File: src/rtl/program_loader_if.sv
// Byte-stream, CPU memory-write and run/monitor signals between a program source and the loader.
// The loader takes the slave side; the stream source / CPU side takes the master side.
interface program_loader_if #(
   parameter int addr_width = 8
);
   logic                  i_start;
   logic [7:0]            i_byte;
   logic                  i_byte_valid;
   logic                  o_byte_ready;
   logic                  i_loopf;
   logic [7:0]            i_WREG;
   logic [15:0]           o_instr;
   logic [addr_width-1:0] o_instr_addr;
   logic                  o_we;
   logic                  o_cpu_rst;
   logic                  o_ON;
   logic [7:0]            o_result;
   logic                  o_done;
   logic                  o_busy;

   modport slave (
      input  i_start, i_byte, i_byte_valid, i_loopf, i_WREG,
      output o_byte_ready, o_instr, o_instr_addr, o_we, o_cpu_rst, o_ON,
             o_result, o_done, o_busy
   );

   modport master (
      output i_start, i_byte, i_byte_valid, i_loopf, i_WREG,
      input  o_byte_ready, o_instr, o_instr_addr, o_we, o_cpu_rst, o_ON,
             o_result, o_done, o_busy
   );
endinterface

File: src/rtl/program_loader.sv
// Loads a length-prefixed, big-endian word stream into the FRANK6000 instruction memory,
// then resets and runs the CPU until its loop flag, capturing WREG as the result.
module program_loader #(
   parameter int addr_width = 8
) (
   input  logic            i_clk,
   input  logic            i_rst,
   program_loader_if.slave bus
);

   typedef enum logic [2:0] {IDLE, LEN, HI, LO, WRITE, CPURST, RUN} state_t;

   state_t                state_q, state_d;
   logic [addr_width-1:0] len_q, len_d;
   logic [addr_width-1:0] addr_q, addr_d;
   logic [addr_width-1:0] instr_addr_q, instr_addr_d;
   logic [addr_width-1:0] last_addr;
   logic [7:0]            hi_q, hi_d;
   logic [7:0]            result_q, result_d;
   logic [15:0]           instr_q, instr_d;
   logic                  ready_q, ready_d;
   logic                  we_q, we_d;
   logic                  cpu_rst_q, cpu_rst_d;
   logic                  on_q, on_d;
   logic                  done_q, done_d;
   logic                  busy_q, busy_d;
   logic                  xfer;

   // ready_q is high exactly in LEN/HI/LO, so it doubles as the accept qualifier
   assign xfer      = bus.i_byte_valid && ready_q;
   // a length of 0 wraps to all-ones here, which selects 2^addr_width words
   assign last_addr = len_q - 1'b1;

   always_comb begin
      state_d      = state_q;
      len_d        = len_q;
      addr_d       = addr_q;
      instr_addr_d = instr_addr_q;
      hi_d         = hi_q;
      instr_d      = instr_q;
      result_d     = result_q;
      done_d       = 1'b0;

      unique case (state_q)
         IDLE: begin
            if (bus.i_start) state_d = LEN;
         end
         LEN: begin
            if (xfer) begin
               len_d   = bus.i_byte[addr_width-1:0];
               addr_d  = '0;
               state_d = HI;
            end
         end
         HI: begin
            if (xfer) begin
               hi_d    = bus.i_byte;
               state_d = LO;
            end
         end
         LO: begin
            if (xfer) begin
               instr_d      = {hi_q, bus.i_byte};
               instr_addr_d = addr_q;
               state_d      = WRITE;
            end
         end
         WRITE: begin
            addr_d  = addr_q + 1'b1;
            state_d = (addr_q == last_addr) ? CPURST : HI;
         end
         CPURST: begin
            state_d = RUN;
         end
         RUN: begin
            if (bus.i_loopf) begin
               result_d = bus.i_WREG;
               done_d   = 1'b1;
               state_d  = IDLE;
            end
         end
         default: state_d = IDLE;
      endcase

      // strobes are decoded from the next state so every output comes straight from a flop
      ready_d   = (state_d == LEN) || (state_d == HI) || (state_d == LO);
      we_d      = (state_d == WRITE);
      cpu_rst_d = (state_d == CPURST);
      on_d      = (state_d == RUN);
      busy_d    = (state_d != IDLE);
   end

   always_ff @(posedge i_clk) begin
      if (i_rst) begin
         state_q      <= IDLE;
         len_q        <= '0;
         addr_q       <= '0;
         instr_addr_q <= '0;
         hi_q         <= '0;
         instr_q      <= '0;
         result_q     <= '0;
         ready_q      <= 1'b0;
         we_q         <= 1'b0;
         cpu_rst_q    <= 1'b0;
         on_q         <= 1'b0;
         done_q       <= 1'b0;
         busy_q       <= 1'b0;
      end else begin
         state_q      <= state_d;
         len_q        <= len_d;
         addr_q       <= addr_d;
         instr_addr_q <= instr_addr_d;
         hi_q         <= hi_d;
         instr_q      <= instr_d;
         result_q     <= result_d;
         ready_q      <= ready_d;
         we_q         <= we_d;
         cpu_rst_q    <= cpu_rst_d;
         on_q         <= on_d;
         done_q       <= done_d;
         busy_q       <= busy_d;
      end
   end

   assign bus.o_byte_ready = ready_q;
   assign bus.o_instr      = instr_q;
   assign bus.o_instr_addr = instr_addr_q;
   assign bus.o_we         = we_q;
   assign bus.o_cpu_rst    = cpu_rst_q;
   assign bus.o_ON         = on_q;
   assign bus.o_result     = result_q;
   assign bus.o_done       = done_q;
   assign bus.o_busy       = busy_q;

endmodule

File: src/flat_wrapper.sv
// flat-port wrapper written by rule: the top's interface ports become plain ports
module program_loader_flat 
#(
   parameter int addr_width = 8
)
  (i_clk, i_rst, bus_i_start, bus_i_byte, bus_i_byte_valid, bus_i_loopf, bus_i_WREG, bus_o_byte_ready, bus_o_instr, bus_o_instr_addr, bus_o_we, bus_o_cpu_rst, bus_o_ON, bus_o_result, bus_o_done, bus_o_busy);
  program_loader_if #(.addr_width(addr_width)) bus_i ();
  input  logic i_clk;
  input  logic i_rst;
  input wire logic [$bits(bus_i.i_start)-1:0] bus_i_start;
  input wire logic [$bits(bus_i.i_byte)-1:0] bus_i_byte;
  input wire logic [$bits(bus_i.i_byte_valid)-1:0] bus_i_byte_valid;
  input wire logic [$bits(bus_i.i_loopf)-1:0] bus_i_loopf;
  input wire logic [$bits(bus_i.i_WREG)-1:0] bus_i_WREG;
  output wire logic [$bits(bus_i.o_byte_ready)-1:0] bus_o_byte_ready;
  output wire logic [$bits(bus_i.o_instr)-1:0] bus_o_instr;
  output wire logic [$bits(bus_i.o_instr_addr)-1:0] bus_o_instr_addr;
  output wire logic [$bits(bus_i.o_we)-1:0] bus_o_we;
  output wire logic [$bits(bus_i.o_cpu_rst)-1:0] bus_o_cpu_rst;
  output wire logic [$bits(bus_i.o_ON)-1:0] bus_o_ON;
  output wire logic [$bits(bus_i.o_result)-1:0] bus_o_result;
  output wire logic [$bits(bus_i.o_done)-1:0] bus_o_done;
  output wire logic [$bits(bus_i.o_busy)-1:0] bus_o_busy;
  assign bus_i.i_start = bus_i_start;
  assign bus_i.i_byte = bus_i_byte;
  assign bus_i.i_byte_valid = bus_i_byte_valid;
  assign bus_i.i_loopf = bus_i_loopf;
  assign bus_i.i_WREG = bus_i_WREG;
  assign bus_o_byte_ready = bus_i.o_byte_ready;
  assign bus_o_instr = bus_i.o_instr;
  assign bus_o_instr_addr = bus_i.o_instr_addr;
  assign bus_o_we = bus_i.o_we;
  assign bus_o_cpu_rst = bus_i.o_cpu_rst;
  assign bus_o_ON = bus_i.o_ON;
  assign bus_o_result = bus_i.o_result;
  assign bus_o_done = bus_i.o_done;
  assign bus_o_busy = bus_i.o_busy;
  program_loader #(.addr_width(addr_width)) u_core (.i_clk(i_clk), .i_rst(i_rst), .bus(bus_i));
endmodule
File: config.mk
export PLATFORM = sky130hd
export DESIGN_NAME = program_loader_flat
export DESIGN_NICKNAME = d
export VERILOG_FILES = /design/src/rtl/program_loader_if.sv /design/src/rtl/program_loader.sv /design/src/flat_wrapper.sv
export SDC_FILE = /design/constraint.sdc
export NUM_CORES = 1
export LEC_CHECK = 0
export ABC_CLOCK_PERIOD_IN_PS = 3300
export BUFFER_PORTS_ARGS = -buffer_cell sky130_fd_sc_hd__buf_2
export CAP_MARGIN = 15
export CORE_ASPECT_RATIO = 1.5
export CORE_MARGIN = 2
export CORE_UTILIZATION = 30
export CTS_BUF_LIST = sky130_fd_sc_hd__clkbuf_8
export DETAILED_ROUTE_END_ITERATION = 10
export PLACE_DENSITY = 0.56
export REMOVE_ABC_BUFFERS = 1
export SETUP_SLACK_MARGIN = 0.15
export SLEW_MARGIN = 0
export SYNTH_ARGS = -nofsm -noshare
export SYNTH_HDL_FRONTEND = slang
export SYNTH_SLANG_ARGS = --single-unit
export TNS_END_PERCENT = 30
File: constraint.sdc
create_clock -name i_clk -period 3.3 [get_ports i_clk]
set_input_delay 0.33 -clock i_clk [delete_from_list [all_inputs] [get_ports i_clk]]
set_output_delay 0.33 -clock i_clk [all_outputs]
set_load 0.02 [all_outputs]
==> qor.yml <==
finalCriticalPeriod_ps: 2140
post_cts_buffers: 0
reg2regPathDepth: 7
overflow: 0
ctsHtreeMaxLevel: 3
p_int_mw: 1.12
hold_violations: 0
arrival_ps: 2370
reg2reg_from: "u_core.len_q[0]"
num_vias: 2376
tightest_slew_ps: 862
cp-start-kind: "flop"
die_area_um2: 9750
netlist_instances: 335
period_share_pct: 65.0
endpoint: "u_core.bus.o_byte_ready"
yosysSeqAreaShare_pct: 48.4
netSwitchingFraction_pct: 23.1
drv_cap: 0
cp.required_ps: 3530
synth_area_leader_cell: "dfxtp_1"
fp.dieH_um: 120
yosysMostFrequentCell: "nand2_1"
final_max_slew_viol_count: 0
synth_async_sr_flop_share_pct: 0
ant_nets: 0
fin_skew_ps: 7.29
synth_common_cells: "nand2_1 (88), dfxtp_1 (65), a21oi_1 (52), nor2_1 (30), clkbuf_1 (18)"
via_per_inst: 4.73
drt_iter0_markers: 113
syn2layout_area_growth_pct: 20.0
synth_cell_type_count: 38
power.switching_uw: 337
drc_errors: 0
core_um2: 8780
grt_pass1_vias: 2197
cts_resized: 0
grt_usage_pct: 13.0
numCtsBuffers: 9
synthFlopType: "dfxtp_1"
p_total_mw: 1.46
reg2reg_to: "u_core.bus.o_byte_ready"
cts_buffer_depth: 2
cp-end-kind: "flop"
totalNegativeSetupSlack_ps: 0
drive_above_1_share_pct: 21.4
dp_hpwl_um: 4320
crit_fanout: 6
seqPwrFrac_pct: 54.8
fin_nets: 410
clkTransAtPathRegs_ps: 70
grt_pass1_wl_um: 9980
synth_edf_count: 0
antenna_found_initial: 0
timing_worst_setup_path_type: "flop to flop"
synth_area_um2: 2690
wl_per_cell_um: 12.3
power_frac_clock_pct: 40.3
worstSkewPairLatency_ps: 330
clock_tree.root_cell: "clkbuf_8"
combPwrFrac_pct: 4.9
power.density_nw_per_um2: 453
ys_warn_count: 0
ir_worst_vdd_v: 0.000206
clock.fmax_mhz: 466
synthTopCellsByArea: "dfxtp_1 (48%), nand2_1 (12%), a21oi_1 (9.7%)"
min_path_type: "primary input to flop"
ys_ff_latch: 65
drt_pre_antenna_iters: 4
rsz0062_at_grt: "no"
portBuffers: 58
wirelength_um: 6150
power_leakage_nw: 1.32
holdBufCountCts: 0
start_util_pct: 30.6
r2r_slack_ps: 1160
synth_area_per_cell_um2: 8.03
die_w_um: 81.3
fp-row-count: 42
cts.sinks: 65
synth_top_area_share_pct: 48.4
grt_max_degree: 45
ioPinCount: 59
startpoint: "u_core.len_q[0]"
place.gp.congestion: 0.839
antenna_cells: 0
status: "finished clean"
relSlewSlack_pct: 42.4
setup_violations: 0
cts_tree: "done"
## sequential cells by signal, indices dropped and copies added, names as in the netlist
name,flops
u_core.bus.o_byte_ready,1
u_core.bus.o_ON,1
u_core.bus.o_busy,1
u_core.state_q,3
u_core.bus.o_we,1
u_core.bus.o_cpu_rst,1
u_core.addr_q,8
u_core.bus.o_done,1
u_core.bus.o_instr,16
u_core.len_q,8
u_core.bus.o_instr_addr,8
u_core.hi_q,8
u_core.bus.o_result,8
## per-stage QoR
step	util (%)	hold WS [ps]	worst slack, ps	std cells	instance area (µm²)
global route	36.8	224	1030	502	3230
floorplan	-	399	1270	315	2600
finish	36.8	243	1160	502	3230
CTS	36.8	225	1150	502	3230
global placement	34.8	441	1200	486	3050
detailed placement	34.8	444	1160	486	3050
## cell families after synthesis
| kind of cell | Yosys count | share of synthesized area, % |
|---|---|---|
| AND/OR/NAND/NOR | 156 | 25.9 |
| AO/OA/AOI/OAI | 70 | 14.3 |
| flip-flops | 65 | 48.4 |
| buffers and inverters | 23 | 3.63 |
| multiplexers | 11 | 4.19 |
| XOR/XNOR | 8 | 2.61 |
| adder cells (fa/ha/maj) | 2 | 0.931 |
## power groups by stage
stage,logic (mW),clock network [mW],registers (mW)
2_1_floorplan,0.0310,0,0.818
3_3_place_gp,0.0715,0,0.817
3_5_place_dp,0.0721,0,0.817
4_1_cts,0.0727,0.614,0.799
5_1_grt,0.0802,0.650,0.800
6_report,0.0720,0.589,0.799
## per-layer routing
metal / global-route usage, % / vias to the layer above / routed length, µm
met1: 14.5 / 1068 / 2680
met3: 4.06 / 12 / 316
met4: 4.66 / 0 / 114
met2: 22.6 / 61 / 3040
met5: 0 / - / 0
li1: - / 1235 / -
## worst min-delay path by stage
stage	startpoint	end	depth (start not counted)
after floorplan	i_rst	u_core.addr_q[2]	1
after global placement	u_core.bus.o_result[0]	u_core.bus.o_result[0]	2
after detailed placement	u_core.bus.o_instr[3]	u_core.bus.o_instr[3]	2
after CTS	bus_i_WREG[7]	u_core.bus.o_result[7]	3
after global routing	bus_i_WREG[6]	u_core.bus.o_result[6]	3
final	bus_i_WREG[7]	u_core.bus.o_result[7]	3
## cell type report
class	count	area, µm²
sequential	65	1300
multi-input combinational	247	1290
fill	940	5550
inverter	3	11.3
timing repair buffer	61	313
clock inverter	5	22.5
tap	110	138
clock buffer	11	151
## worst max-delay path, cell delays in order (launching register included)
cell      delay, ps
dfxtp_1         450
inv_1            80
ha_1            270
xnor2_1         140
a211oi_1        240
o211ai_1        150
or4_4           530
and3_1          180
## cells in the final DEF (no fill, tap or decap), drive strengths merged, types with 3 or more instances in the layout
cell and n:
xor2 4, o21ai 5, nor3 8, clkinv 3
nand2 88, nor4 4, a211oi 5, nor2 30
nand3 5, buf 61, inv 5, clkbuf 11
a21oi 52, xnor2 4, dfxtp 65, or3 3
mux2i 9
Note: power is estimated with default switching activity, not from simulation.
